`config.mk`:
```
export PLATFORM = sky130hd
export DESIGN_NAME = spike_encoder
export DESIGN_NICKNAME = d
export VERILOG_FILES = /design/src/rtl/spike_encoder.sv
export SDC_FILE = /design/constraint.sdc
export NUM_CORES = 1
export LEC_CHECK = 0
export BUFFER_PORTS_ARGS = -buffer_cell sky130_fd_sc_hd__buf_2
export CAP_MARGIN = 40
export CORE_ASPECT_RATIO = 0.9
export CORE_MARGIN = 2
export CORE_UTILIZATION = 35
export CTS_CLUSTER_DIAMETER = 200
export CTS_CLUSTER_SIZE = 14
export DETAILED_ROUTE_END_ITERATION = 8
export MAX_ROUTING_LAYER = met4
export PLACE_DENSITY = 0.58
export SETUP_SLACK_MARGIN = 0.4
export SYNTH_ARGS = -nofsm -noshare
export SYNTH_HDL_FRONTEND = slang
export SYNTH_SLANG_ARGS = --single-unit
```
`constraint.sdc`:
```
create_clock -name clk_i -period 3.87 [get_ports clk_i]
set_clock_uncertainty 0.2 [all_clocks]
set_input_delay 0.1935 -clock clk_i [delete_from_list [all_inputs] [get_ports clk_i]]
set_output_delay 0.1935 -clock clk_i [all_outputs]
set_load 0.03 [all_outputs]
```
`src/rtl/spike_encoder.sv`:
```
// Rate encoder: turns each stored pixel into one Bernoulli spike per timestep by comparing the
// pixel intensity against an LFSR sample, then offers the spike to the downstream queue.
module spike_encoder #(
   parameter int unsigned         NUM_PIXELS = 196,
   parameter int unsigned         PIX_W      = 8,
   parameter int unsigned         ADDR_W     = 8,
   parameter logic [PIX_W-1:0]    LFSR_SEED  = 8'hA5
) (
   input  logic              clk_i,
   input  logic              rst_i,
   input  logic              start_i,
   output logic              busy_o,
   output logic              done_o,
   output logic              pix_rd_en_o,
   output logic [ADDR_W-1:0] pix_addr_o,
   input  logic [PIX_W-1:0]  pix_data_i,
   output logic              spike_valid_o,
   output logic              spike_data_o,
   output logic [ADDR_W-1:0] spike_idx_o,
   input  logic              spike_ready_i,
   output logic [ADDR_W-1:0] spike_count_o
);

   localparam logic [ADDR_W-1:0] LastIdx = ADDR_W'(NUM_PIXELS - 1);

   typedef enum logic [2:0] {StIdle, StFetch, StWait, StEmit, StDone} state_e;

   state_e            state_q, state_d;
   logic [ADDR_W-1:0] idx_q, idx_d;
   logic [ADDR_W-1:0] cnt_q, cnt_d;
   logic [PIX_W-1:0]  lfsr_q, lfsr_d;
   logic              spike_q, spike_d;
   logic              lfsr_fb;

   // Taps for x^8+x^6+x^5+x^4+1, Fibonacci form shifting towards the MSB.
   assign lfsr_fb = lfsr_q[PIX_W-1] ^ lfsr_q[PIX_W-3] ^ lfsr_q[PIX_W-4] ^ lfsr_q[PIX_W-5];

   always_ff @(posedge clk_i) begin
      if (rst_i) begin
         state_q <= StIdle;
         idx_q   <= '0;
         cnt_q   <= '0;
         lfsr_q  <= LFSR_SEED;
         spike_q <= 1'b0;
      end else begin
         state_q <= state_d;
         idx_q   <= idx_d;
         cnt_q   <= cnt_d;
         lfsr_q  <= lfsr_d;
         spike_q <= spike_d;
      end
   end

   always_comb begin
      state_d = state_q;
      idx_d   = idx_q;
      cnt_d   = cnt_q;
      lfsr_d  = lfsr_q;
      spike_d = spike_q;
      unique case (state_q)
         StIdle: begin
            if (start_i) begin
               idx_d   = '0;
               cnt_d   = '0;
               state_d = StFetch;
            end
         end
         StFetch: state_d = StWait;
         StWait: begin
            spike_d = (lfsr_q <= pix_data_i);
            state_d = StEmit;
         end
         StEmit: begin
            // Everything, including the LFSR, holds while the queue stalls.
            if (spike_ready_i) begin
               lfsr_d = {lfsr_q[PIX_W-2:0], lfsr_fb};
               cnt_d  = cnt_q + ADDR_W'(spike_q);
               if (idx_q == LastIdx) begin
                  state_d = StDone;
               end else begin
                  idx_d   = idx_q + 1'b1;
                  state_d = StFetch;
               end
            end
         end
         StDone:  state_d = StIdle;
         default: state_d = StIdle;
      endcase
   end

   assign busy_o        = (state_q != StIdle);
   assign done_o        = (state_q == StDone);
   assign pix_rd_en_o   = (state_q == StFetch);
   assign pix_addr_o    = idx_q;
   assign spike_valid_o = (state_q == StEmit);
   assign spike_data_o  = spike_q;
   assign spike_idx_o   = idx_q;
   assign spike_count_o = cnt_q;

endmodule
```
After elaboration in Yosys (flattened, before gate mapping)
Cells that the tools add are included.
{ "op_classes": {"n_addsub": 2, "order_cmp": 1, "n_mux": 10, "n_bitwise": 3, "n_reduce_logical": 7, "n_eq_ne": 8} }
{ "ops": {"columns": ["op", "n"], "rows": [
  ["$mux W8", 4],
  ["$pmux W8 S2", 2],
  ["$pmux W3 S4", 1],
  ["$mux W3", 3],
  ["$add A8 B1 Y8", 1],
  ["$add A8 B1 Y8 const B", 1],
  ["$eq A8 B8 Y1 const B", 1],
  ["$le A8 B8 Y1", 1],
  ["$eq A3 B2 Y1 const B", 2],
  ["$ne A2 B2 Y1 const B", 2],
  ["$reduce_and A2 Y1", 2],
  ["$reduce_and A4 Y1", 1],
  ["$eq A3 B1 Y1 const B", 1],
  ["$eq A3 B3 Y1 const B", 1],
  ["$logic_not A3 Y1", 1],
  ["$reduce_and A3 Y1", 1],
  ["$reduce_bool A3 Y1", 1],
  ["$xor A1 B1 Y1", 3],
  ["$ne A2 B1 Y1 const B", 1],
  ["$reduce_bool A2 Y1", 1]
]} }
{ "totals": {"wordCells": 36, "regBits": 28, "out_inout_bits": 29, "in_bits": 12} }

Depth between registers and ports, before layout
{ "depth": {"depth_word": 4, "ltp_mapped": 6} }

Worst setup path before layout
No wires, ideal clock.
{ "synth_path": {"path_type": "register to register", "startpoint": "register idx_q[0], in the netlist pix_addr_o[0]", "endpoint": "register idx_q[1], in the netlist pix_addr_o[1]", "path_stages_with_launch": 6, "arrival_ns": 1.814, "required_time_ns": 3.610, "slack_ns": 1.796, "path_cell_list": "dfxtp_1 ha_1 nor4bb_1 nand2_1 o2bb2ai_2 a22o_1"} }
{ "synth_between": {"elab_chain_len": 4, "word_cells_on_any_way": 7, "classes_between": "1 x add/sub; 2 x eq/ne; 3 x mux; 1 x reduce/logical"} }
{ "synth_lines": {"columns": ["item", "line_no", "text"], "rows": [
  ["from (decl)", "29", "logic [ADDR_W-1:0] idx_q, idx_d;"],
  ["from (signal assigned)", "47", "idx_q <= idx_d;"],
  ["$add A8 B1 Y8", "81", "idx_d = idx_q + 1'b1;"],
  ["$mux W8", "78", "if (idx_q == LastIdx) begin"],
  ["$mux W8", "75", "if (spike_ready_i) begin"],
  ["$pmux W8 S2", "60", "unique case (state_q)"]
]} }
Parallel ways exist; a longest one is shown, timed or not. The select of a mux whose other input is x is not followed.
A chain may end at the register's enable or synchronous reset.

Worst setup path in the final report
{ "layout_path": {"startpoint": "register state_q[1]", "endpoint": "register idx_q[5], in the netlist pix_addr_o[5]"} }
{ "layout_between": {"elab_chain_len": 3, "word_cells_on_any_way": 8, "classes_between": "4 x eq/ne; 1 x mux; 3 x reduce/logical"} }
{ "layout_lines": {"columns": ["item", "line_no", "text"], "rows": [
  ["from (decl)", "28", "state_e state_q, state_d;"],
  ["from (signal assigned)", "40", "state_q <= StIdle;"],
  ["from (signal assigned)", "46", "state_q <= state_d;"],
  ["$eq A3 B2 Y1 or $logic_not A3 Y1 (tied branches)", "60", null],
  ["$ne A2 B2 Y1 (no line), or another cell as far along", null, null],
  ["$reduce_and A4 Y1 (no line)", null, null]
]} }
Parallel ways exist; a longest one is shown, timed or not.

==> results <==
- The flow ran to the end, and the final reports show no timing, DRC or antenna violations.
- The kind of cell adding the most delay to the critical path is compound AO/OA/AOI/OAI gates.
- Before CTS, the worst setup slack after placement is about 1.7 ns.
- The final number of setup-violating endpoints is 0.
- The number of synthesized register bits is 28.
- Power spread over the standard cell area amounts to between 200 and 300 nW/µm².
- The worst setup path is captured at a register.
- The leakage power summed over all cells is between 0.8 and 0.9 nW.
- For this block, the via count after detailed routing is 1,353.
- The initial antenna violation count is 0.
- The post-detailed-route wirelength per cell is 11.8 µm.
- For the pin with the worst max-slew slack, the measured transition is slightly below 0.6 ns.
- The clock edge transition at the registers on the reported setup and hold paths is approximately 0.090 ns.
- The DRC violation count after routing is 0.
- The worst-case IR drop observed on VDD is 0.162 mV.
- A synthesized cell averages around 8.4 µm².
- Measured against its own limit, the worst slew margin works out to 0.602.
- The cell count after synthesis came out at ~190.
- The worst setup path is launched from a register.
- The routed wire length is 3.30 mm.
- For the worst-skew pair, the clock arrives at the later sink with an insertion delay of 0.27 ns.
- The clock net sink count is 28.
- The worst path needs 2.24 ns of the cycle, external delays included.
- The level count of the clock H-tree is 1.
- For this configuration, the core starts out at a cell density of 0.359.
- Of the synthesized area, sequential elements account for 0.354.
- The number of warnings reported in the yosys synthesis log is 0.
- The number of unique standard cell types used by synthesis is 39.
- 0 antenna diodes ended up in the layout.
- The first routing iteration left between 60 and 70 violations.
- The die area is roughly 5100 µm².
- For this run, the number of standard cells in the final layout without fillers is 280.
- The maximum clock path buffer count is 2.
- In the finished design, the share of the clock period the worst path needs comes to 0.580.
- The count of cells resized by post-cts repair is 0.
- For this run, the total global-route usage over all layers was measured as 0.146.
- The number of global-route vias before repair is about 1,200.
- The slowest library cell on the worst path is sky130_fd_sc_hd__a211oi_1.
- The design draws 0.534 mW.
- The standard cell core area is roughly 4400 µm².
- The maximum number of pins on one net before global-route repair is 20.
- During placement, the flow inserted port buffers numbering 40.
- The number of clock buffers inserted by TritonCTS is 3.
- The total buffers and inverters traversed by the critical path is 0.
- The floorplan has 23 rows.
- The area growth from synthesis to layout is 15.5%.
- For the worst setup path, the data required time is 3.87 ns.
- The total count of max-transition violations in the final report is 0.
- The first-pass detailed-route iteration total is 4.
- The TritonCTS clock tree is done.
- The count of nets left with antenna violations once routing finished came out at 0.
- The worst hold path belongs to the class input pin to register.
- The maximum fanout along the worst path is 19.
- The post-synth net total is between 200 and 250.
- In this run the count of I/O pins placed on the die edge is about 40.
- The startpoint of the most critical register-to-register path is state_q[1]$_SDFFE_PP0P_.
- In the layout the commonest cells are sky130_fd_sc_hd__buf_2, sky130_fd_sc_hd__dfxtp_1, sky130_fd_sc_hd__nand2_1, sky130_fd_sc_hd__a21oi_1, sky130_fd_sc_hd__nor2_1.
- Clock tree synthesis selected as its root buffer the cell sky130_fd_sc_hd__clkbuf_8.
- The fraction of final layout cells with drive strength greater than 1 is 0.220.
- The data arrival time of the critical path is ~2.2 ns.
- The hold violation count in the final report was 0.
- The worst setup path startpoint is state_q[1]$_SDFFE_PP0P_.
- Leaving out fill and tap cells, the most frequent cell in the layout is sky130_fd_sc_hd__buf_2.
- Setup repair after global routing left no endpoint under its margin.
- The post-layout worst setup margin is ~1.6 ns.
- The peak per-stage delay on the critical path is approximately 0.63 ns.
- Setup total negative slack on the finished layout was measured at 0 ns.
- The max-capacitance violation count is 0.
- The signal on the critical path passes through nand4b_2 > a211oi_1 > a21oi_1 > a31oi_1.
- The detail-routed via count per cell is 4.83.
- The category of the most critical setup path is register to register.
- The number of setup buffers added after CTS is 0.
- The cell total after placement is 276.
- Summed over all nets, the half-perimeter wirelength after detailed placement is between 2 and 2.5 mm.
- The die is ~75 µm wide.
- The global-route wire length before repair is 5.62 mm.
- The number of nets in the layout is 243.
- The last weighted congestion value of the routability-driven placer is 0.799.
- The cell area after technology mapping is ~1600 µm².
- The remaining global-route overflow is 0.
- In this run the most critical hold path is launched from rst_i.
- The die span in y is 67.8 µm.
- The maximum clock frequency is 446 MHz.
-- metal layers --
layer | vias to the layer above | share of wire | GRT usage
li1 | 715 | - | -
met1 | 606 | 0.55 | 0.217
met2 | 30 | 0.41 | 0.202
met3 | 2 | 0.035 | 0.0358
met4 | 0 | 0.0058 | 0.0201
met5 | - | 0 | -
-- repair_timing --
item / 4_1_cts / 5_1_grt
hold buffers: 1 / 0
setup endpoints to repair: 0 / 0
endpoints found under the hold margin: 1 / 0
-- synthesized netlist by cell type --
| library cell | number | share of area |
|---|---|---|
| sky130_fd_sc_hd__nor4bb_1 | 2 | 0.013 |
| sky130_fd_sc_hd__a2bb2oi_1 | 2 | 0.011 |
| sky130_fd_sc_hd__and4_1 | 1 | 0.0055 |
| sky130_fd_sc_hd__xnor2_1 | 9 | 0.050 |
| sky130_fd_sc_hd__nor3_1 | 4 | 0.013 |
| sky130_fd_sc_hd__a21o_1 | 2 | 0.0095 |
| sky130_fd_sc_hd__buf_4 | 8 | 0.038 |
| sky130_fd_sc_hd__nor2_1 | 13 | 0.031 |
| sky130_fd_sc_hd__a31oi_1 | 2 | 0.0079 |
| sky130_fd_sc_hd__nand4b_2 | 1 | 0.0095 |
| sky130_fd_sc_hd__nor2b_1 | 1 | 0.0040 |
| sky130_fd_sc_hd__or3_1 | 2 | 0.0079 |
| sky130_fd_sc_hd__a22o_1 | 2 | 0.011 |
| sky130_fd_sc_hd__o2bb2ai_2 | 1 | 0.0095 |
| sky130_fd_sc_hd__dfxtp_1 | 28 | 0.35 |
| sky130_fd_sc_hd__ha_1 | 11 | 0.087 |
| sky130_fd_sc_hd__nand2_1 | 27 | 0.064 |
| sky130_fd_sc_hd__a211oi_1 | 3 | 0.014 |
| sky130_fd_sc_hd__o211ai_1 | 2 | 0.0095 |
| sky130_fd_sc_hd__nor3b_1 | 4 | 0.019 |
| sky130_fd_sc_hd__nor2_2 | 1 | 0.0040 |
| sky130_fd_sc_hd__buf_2 | 1 | 0.0032 |
| sky130_fd_sc_hd__nand3_1 | 12 | 0.038 |
| sky130_fd_sc_hd__o21ai_0 | 5 | 0.016 |
| sky130_fd_sc_hd__o22a_1 | 2 | 0.011 |
| sky130_fd_sc_hd__clkbuf_1 | 5 | 0.012 |
| sky130_fd_sc_hd__nor3b_2 | 1 | 0.0079 |
| sky130_fd_sc_hd__xor2_1 | 1 | 0.0055 |
| sky130_fd_sc_hd__a21oi_1 | 14 | 0.044 |
| sky130_fd_sc_hd__and2_1 | 1 | 0.0040 |
| sky130_fd_sc_hd__inv_1 | 10 | 0.024 |
| sky130_fd_sc_hd__mux2i_1 | 1 | 0.0063 |
| sky130_fd_sc_hd__a22oi_1 | 2 | 0.0095 |
| sky130_fd_sc_hd__or4b_1 | 1 | 0.0063 |
| sky130_fd_sc_hd__a211o_1 | 1 | 0.0055 |
| sky130_fd_sc_hd__o21a_1 | 1 | 0.0047 |
| sky130_fd_sc_hd__a21boi_1 | 1 | 0.0047 |
| sky130_fd_sc_hd__nand4_1 | 2 | 0.0079 |
| sky130_fd_sc_hd__a2111oi_4 | 1 | 0.017 |
-- layout make-up --
cell class                      instances  area [µm²]
Fill cell                             450        2580
Sequential cell                        28         561
Tap cell                               62        77.6
Multi-Input combinational cell        136         900
Clock buffer                            3        41.3
Inverter                               10        37.5
Timing Repair Buffer                   41         210
-- logic make-up (layout without fill, tap and decap cells) --
logic type | count (synthesis) | in the layout | share of synthesized area
xor gates and xnor gates | 10 | 10 | 0.0554
AOI/OAI and AO/OA | 41 | 41 | 0.186
buffers and inverters | 24 | 54 | 0.0767
DFF | 28 | 28 | 0.354
adders and majority gates | 11 | 11 | 0.0870
muxes | 1 | 1 | 0.00633
and+or+nand+nor | 73 | 73 | 0.234
-- power by group --
group	internal [mW]	total, mW	switching, mW
clock network	0.0698	0.153	0.0833
logic	0.0295	0.0765	0.0469
registers	0.294	0.305	0.0106
total	0.394	0.534	0.141
-- registers in the layout, summed over array words and instances, names as in the netlist --
| register | cells |
|---|---|
| lfsr_q | 8 |
| state_q | 3 |
| pix_addr_o | 8 |
| spike_count_o | 8 |
| spike_data_o | 1 |
-- worst paths after layout --
kind / to / slack [ns] / depth (start not counted)
hold reg to reg: lfsr_q[1]$_SDFFE_PP0P_ / 0.28 / 2
setup / recovery: pix_addr_o[5]$_SDFFE_PP0P_ / 1.63 / 4
setup reg to reg: pix_addr_o[5]$_SDFFE_PP0P_ / 1.63 / 4
hold / removal: spike_count_o[1]$_SDFFE_PP0P_ / 0.06 / 2
-- per-stage QoR --
stage	utilization	hold WS, ns	area, µm²
after detailed placement	0.403	0.276	1780
after global placement	0.403	0.272	1780
after floorplan	-	0.104	1580
after CTS	0.415	0.0516	1830
final	0.415	0.0611	1830
after global routing	0.415	0.0845	1830
-- worst reg2reg max path, delay by kind of cell (launching register included) --
kind / cells / cell delay [ns]
DFF: 1 / 0.55
AOI/OAI and AO/OA: 3 / 0.91
and+or+nand+nor: 1 / 0.51
No activity file was read; power rests on OpenSTA's default activity.
